==> config.mk <==
export PLATFORM = sky130hd
export DESIGN_NAME = key_switch_reader
export DESIGN_NICKNAME = d
export VERILOG_FILES = /design/src/rtl/kbd_pkg.sv /design/src/rtl/key_switch_reader_debounce_bit.sv /design/src/rtl/key_switch_reader.sv
export SDC_FILE = /design/constraint.sdc
export NUM_CORES = 1
export LEC_CHECK = 0
export ABC_AREA = 0
export CORE_ASPECT_RATIO = 1.75
export CORE_UTILIZATION = 50
export CTS_BUF_LIST = sky130_fd_sc_hd__clkbuf_8
export DETAILED_ROUTE_END_ITERATION = 8
export PLACE_DENSITY = 0.78
export SYNTH_ARGS = -nofsm -noshare
export SYNTH_HDL_FRONTEND = slang
export SYNTH_SLANG_ARGS = --single-unit
==> constraint.sdc <==
create_clock -name clk -period 12.9 [get_ports clk]
set_input_delay 2.58 -clock clk [delete_from_list [all_inputs] [get_ports clk]]
set_output_delay 2.58 -clock clk [all_outputs]
set_load 0.03 [all_outputs]
==> src/rtl/kbd_pkg.sv <==
// kbd_pkg: shared types and constants for the key/switch reader
package kbd_pkg;
  typedef enum logic [1:0] {STABLE_LO, CHK_HI, STABLE_HI, CHK_LO} db_state_e;
  localparam logic [1:0] REG_SW    = 2'd0;
  localparam logic [1:0] REG_KEY   = 2'd1;
  localparam logic [1:0] REG_FLAGS = 2'd2;
  localparam logic [1:0] REG_COUNT = 2'd3;
  localparam int CNT_W = 16;
endpackage

==> src/rtl/key_switch_reader_debounce_bit.sv <==
// debounce_bit: 2-flop synchronizer plus counting debouncer for one input bit
module debounce_bit
  import kbd_pkg::*;
#(
  parameter int DEBOUNCE_CYCLES = 250000,
  parameter bit INVERT          = 1'b0
) (
  input  logic clk,
  input  logic reset_n,
  input  logic raw,
  output logic level,
  output logic rise
);
  localparam int CW = $clog2(DEBOUNCE_CYCLES + 1);
  localparam logic [CW-1:0] LAST = CW'(DEBOUNCE_CYCLES - 1);
  logic [1:0] sync_q, sync_d;
  db_state_e st_q, st_d;
  logic [CW-1:0] cnt_q, cnt_d, cnt_inc;
  logic b, done;
  // inverted inputs reset to their idle level so a released key never looks pressed
  assign b = sync_q[1] ^ INVERT;
  assign cnt_inc = cnt_q + 1'b1;
  assign done = cnt_inc == LAST;
  assign level = st_q == STABLE_HI || st_q == CHK_LO;
  always_comb begin
    sync_d = {sync_q[0], raw};
    st_d = st_q;
    cnt_d = cnt_q;
    rise = 1'b0;
    case (st_q)
      STABLE_LO: if (b) begin st_d = CHK_HI; cnt_d = '0; end
      CHK_HI: if (!b) st_d = STABLE_LO;
              else if (done) begin st_d = STABLE_HI; rise = 1'b1; end
              else cnt_d = cnt_inc;
      STABLE_HI: if (!b) begin st_d = CHK_LO; cnt_d = '0; end
      CHK_LO: if (b) st_d = STABLE_HI;
              else if (done) st_d = STABLE_LO;
              else cnt_d = cnt_inc;
      default: st_d = STABLE_LO;
    endcase
  end
  always_ff @(posedge clk or negedge reset_n) begin
    if (!reset_n) begin
      sync_q <= {2{INVERT}};
      st_q <= STABLE_LO;
      cnt_q <= '0;
    end else begin
      sync_q <= sync_d;
      st_q <= st_d;
      cnt_q <= cnt_d;
    end
  end
endmodule

==> src/rtl/key_switch_reader.sv <==
// key_switch_reader: debounced KEY/SW inputs, sticky press flags and press counter behind a read port
module key_switch_reader
  import kbd_pkg::*;
#(
  parameter int DEBOUNCE_CYCLES = 250000,
  parameter int N_KEYS          = 4,
  parameter int N_SW            = 10
) (
  input  logic              clk,
  input  logic              reset_n,
  input  logic [N_KEYS-1:0] key_n_in,
  input  logic [N_SW-1:0]   sw_in,
  input  logic              rd_req,
  input  logic [1:0]        rd_addr,
  output logic              rd_valid,
  output logic [31:0]       rd_data,
  output logic [N_KEYS-1:0] key_level,
  output logic              irq
);
  localparam int NB = N_KEYS + N_SW;
  logic [NB-1:0] raw, lvl, rise_all;
  logic [N_KEYS-1:0] key_rise, flags_q, flags_d;
  logic [N_SW-1:0] sw_lvl;
  logic [CNT_W-1:0] press_cnt_q, press_cnt_d, inc;
  logic rd_valid_q, rd_valid_d;
  logic [31:0] rd_data_q, rd_data_d, mux;
  assign raw = {sw_in, key_n_in};
  for (genvar i = 0; i < NB; i++) begin : g_db
    debounce_bit #(.DEBOUNCE_CYCLES(DEBOUNCE_CYCLES), .INVERT(i < N_KEYS)) u_db (
      .clk(clk), .reset_n(reset_n), .raw(raw[i]), .level(lvl[i]), .rise(rise_all[i])
    );
  end
  // switch rise pulses are not press events
  assign key_rise = N_KEYS'(rise_all);
  assign key_level = lvl[N_KEYS-1:0];
  assign sw_lvl = lvl[NB-1:N_KEYS];
  assign irq = |flags_q;
  assign rd_valid = rd_valid_q;
  assign rd_data = rd_data_q;
  always_comb begin
    inc = '0;
    for (int k = 0; k < N_KEYS; k++) inc = inc + CNT_W'(key_rise[k]);
    mux = rd_addr == REG_SW    ? 32'(sw_lvl) :
          rd_addr == REG_KEY   ? 32'(key_level) :
          rd_addr == REG_FLAGS ? 32'(flags_q) : 32'(press_cnt_q);
    // clearing exactly the returned snapshot leaves only same-cycle presses set
    flags_d = (rd_req && rd_addr == REG_FLAGS) ? key_rise : flags_q | key_rise;
    press_cnt_d = press_cnt_q + inc;
    rd_valid_d = rd_req;
    rd_data_d = rd_req ? mux : rd_data_q;
  end
  always_ff @(posedge clk or negedge reset_n) begin
    if (!reset_n) begin
      flags_q <= '0;
      press_cnt_q <= '0;
      rd_valid_q <= 1'b0;
      rd_data_q <= '0;
    end else begin
      flags_q <= flags_d;
      press_cnt_q <= press_cnt_d;
      rd_valid_q <= rd_valid_d;
      rd_data_q <= rd_data_d;
    end
  end
endmodule
==> results.md <==
* CTS tree: done
* Placed inst area at 21700 sq um
* Hold path start: g_db[8].u_db.sync_q[0]
* Worst slew margin at 21.3%
* Biggest area consumer among synthesized cells: dfrtp_1
* Final hold viol count at 0
* Register share of total power at 48.8%
* Initial antenna violation count at 1
* IO Port Bufs at 40
* Post-CTS Setup Bufs at 0
* Critical Path AT at 5.28 ns
* Root buf cell: clkbuf_8
* Worst-path maximum fanout at 8
* Reg-to-Reg End: press_cnt_q[14]
* Power share of the clock group at 43.6%
* Critical path origin: g_db[0].u_db.cnt_q[1]
* Post-CTS sizing at 0
* Leak at 9.45 nW
* Synth unique cells at 91
* DRT antenna net count at 0
* Per-cell routed wire length at 16.5 microns
* CP Capture Type: flip-flop
* Final setup fails at 0
* Switch Pwr at 0.000652 W
* Cts bufs inserted at 53
* Synth warnings at 0
* EDFF count, synth at 0
* Setup TNS at 0 ns
* Clk sink count at 345
* NumNets Final at 2458
* Syn avg cell area at 8.61 sq um
* Highest Clock Rate at 0.211 GHz
* Top-count cell post-synth: nand2_1
* Hold path depth at 0
* Number of global-route vias before repair at 17800
* DIE HEIGHT at 274 microns
* Internal reg-to-reg setup slack at 8.15 ns
* Total die area at 43200 sq um
* Tcrit/Tclk final at 36.8%
* RSZ-0062 raised after global routing: no
* Worst EP required at 13.43 ns
* Comb power frac at 7.6%
* Post-synth top area share at 39.8%
* DRC viols at 0
* Total Power at 0.00248 W
* CP most frequent cell: fa_1
* Post-synthesis async set-or-reset flop share at 100%
* Worst Hold End: g_db[8].u_db.sync_q[1]
* Clock Latency Late Sink at 0.63 ns
* Slew @ Worst Pin at 1.18 ns
* First-pass GRT wire length at 82.9 mm
* Vias per inst at 6.16
* Largest net degree at the start of global routing at 169
* Commonest cells post-synth: nand2_1 (361), dfrtp_1 (337), o21ai_0 (165)
* Core footprint at 41700 sq um
* Power Density at 108 nW/um^2
* Layout area overhead at 8.40%
* Placer Congestion at 0.892
* Cell Int Power at 0.00182 W
* Row Count at 99
* Reg clk slew, reported paths at 0.07 ns
* Ys flop type: dfrtp_1
* Slew Limit Fails at 0
* FF+latch count, synth at 345
* CTS Hold Bufs at 0
* Cell count after synthesis at 2459
* Number of iterations in the first detailed-routing pass at 7
* Grt total ovfl at 0
* Max_cap viols at 0
* Initial Util at 50.7%
* Status: finished, final reports clean
* Switching Share at 26.3%
* Detail Placement HPWL at 34.3 mm
* Register area share after synthesis at 40.8%
* GRT Overall Usage at 23.0%
* Fin Clk Skew at 0.0622 ns
* Crit-path max cell delay at 0.61 ns
* Final instance area at 23000 sq um
* Tightest Hold Check Type: flip-flop to flip-flop
* Drt initial violations at 1201
* Fin crit period at 4.75 ns
* DRT Wirelength at 49.5 mm
* Area contributors post-synth: dfrtp_1 (40%), nand2_1 (6.4%), o21ai_0 (3.9%), nand3_1 (3.8%), clkbuf_1 (2.2%)
* WS Path Type: flip-flop to flip-flop
* R2r worst-path depth at 14
* Share of cells above drive strength 1 at 8.09%
* Max stage delay cell, worst path: fa_1
* Vias at 18500
* CP cell instances: ha_1 > nand3_2 > or2_1 > or4_4 > a2111oi_4 > nand4_1 > fa_1 > inv_1 > fa_1 > fa_1 > nand3_1 > nor2_1 > nand2_1 > xnor2_1
* Io pins at 57
* Number of H-tree levels at 2
* Die X at 158 microns
* Filler cell count in the final layout at 3696
* Crit start category: flip-flop
* RR Startpoint: g_db[0].u_db.cnt_q[1]
* Netlist Area Pre-Place at 21200 sq um
* CTS Buffer Depth at 3
* Peak supply drop at 0.110 mV
critical path: cells and delay by family, from the launching register on:
kind            cells  cell delay [ns]
flops               1             0.46
buf+inv             1             0.05
xor+xnor            1             0.12
fa+ha+maj           4             1.81
compound gates      1             0.45
simple gates        7             1.76
registers in the layout (all words and copies together), names as in the netlist, named ones only:
name	cells
g_db.u_db.cnt_q	252
g_db.u_db.sync_q	28
press_cnt_q	16
rd_data	16
g_db.u_db.st_q	14
flags_q	4
rd_valid	1
power by group through the flow:
stage / logic (W) / clock network, W / registers, W
floorplan: 0.000178 / 0 / 0.00117
global placement: 0.000182 / 0 / 0.00122
detailed placement: 0.000190 / 0 / 0.00123
CTS: 0.000191 / 0.00111 / 0.00121
global route: 0.000213 / 0.00116 / 0.00122
finish: 0.000188 / 0.00108 / 0.00121
cell usage in the layout (no fill, tap or decap), types with 29 or more instances in the layout:
master / count
a21o_1: 36
clkdlybuf4s50_1: 39
nand4_1: 67
clkbuf_8: 69
o31ai_1: 35
nand2_1: 361
dfrtp_1: 337
a22o_1: 39
o21ai_0: 165
ha_1: 29
a31oi_1: 34
xnor2_1: 32
a21oi_1: 67
and3_1: 39
mux2i_1: 41
nor3_1: 89
inv_1: 94
nor2_1: 111
nor4_1: 63
nand3_1: 159
nand2b_1: 32
layout make-up:
| cell class | instances | area (sq um) | share of cell area [%] |
|---|---|---|---|
| Multi-Input combinational cell | 1859 | 11500 | 49.9 |
| Timing Repair Buffer | 55 | 531 | 2.31 |
| Tap cell | 555 | 694 | 3.02 |
| Inverter | 93 | 349 | 1.52 |
| Antenna cell | 1 | 2.50 | 0.0109 |
| Clock buffer | 69 | 950 | 4.14 |
| Sequential cell | 345 | 8640 | 37.6 |
| Clock inverter | 27 | 325 | 1.42 |
worst max path at each step:
stage                               to  cells after the start
3_3_place_gp   g_db[11].u_db.sync_q[0]                      3
2_1_floorplan          press_cnt_q[12]                     15
6_report               press_cnt_q[14]                     14
5_1_grt                press_cnt_q[13]                     15
3_5_place_dp     g_db[1].u_db.cnt_q[7]                      3
4_1_cts                            irq                      2
cells by family after synthesis:
kind of cell	count (synthesis)	share of synthesized area, %
AO/OA/AOI/OAI	544	17.5
flip-flops	345	40.8
adder cells (fa/ha/maj)	32	2.00
XOR/XNOR	57	2.36
multiplexers	73	3.85
buffers and inverters	270	5.40
AND/OR/NAND/NOR	1137	28.0
other	1	0.0177
through the flow:
step / utilization, % / hold slack (ns) / std cells / setup slack (ns)
after floorplan: - / 0.331 / 2474 / 8.70
after global placement: 51.9 / 0.337 / 2907 / 7.90
after detailed placement: 51.9 / 0.340 / 2907 / 7.85
after CTS: 55.0 / 0.355 / 3003 / 8.12
after global routing: 55.0 / 0.360 / 3004 / 7.83
final: 55.0 / 0.351 / 3004 / 8.15
per-layer routing:
metal	routed length (microns)	vias up	track usage, %
met3	1750	146	3.03
met5	0	-	0
li1	-	8875	-
met4	2130	0	12.2
met1	19600	9006	25.3
met2	26000	474	42.5
No activity file was read; power rests on OpenSTA's default activity.
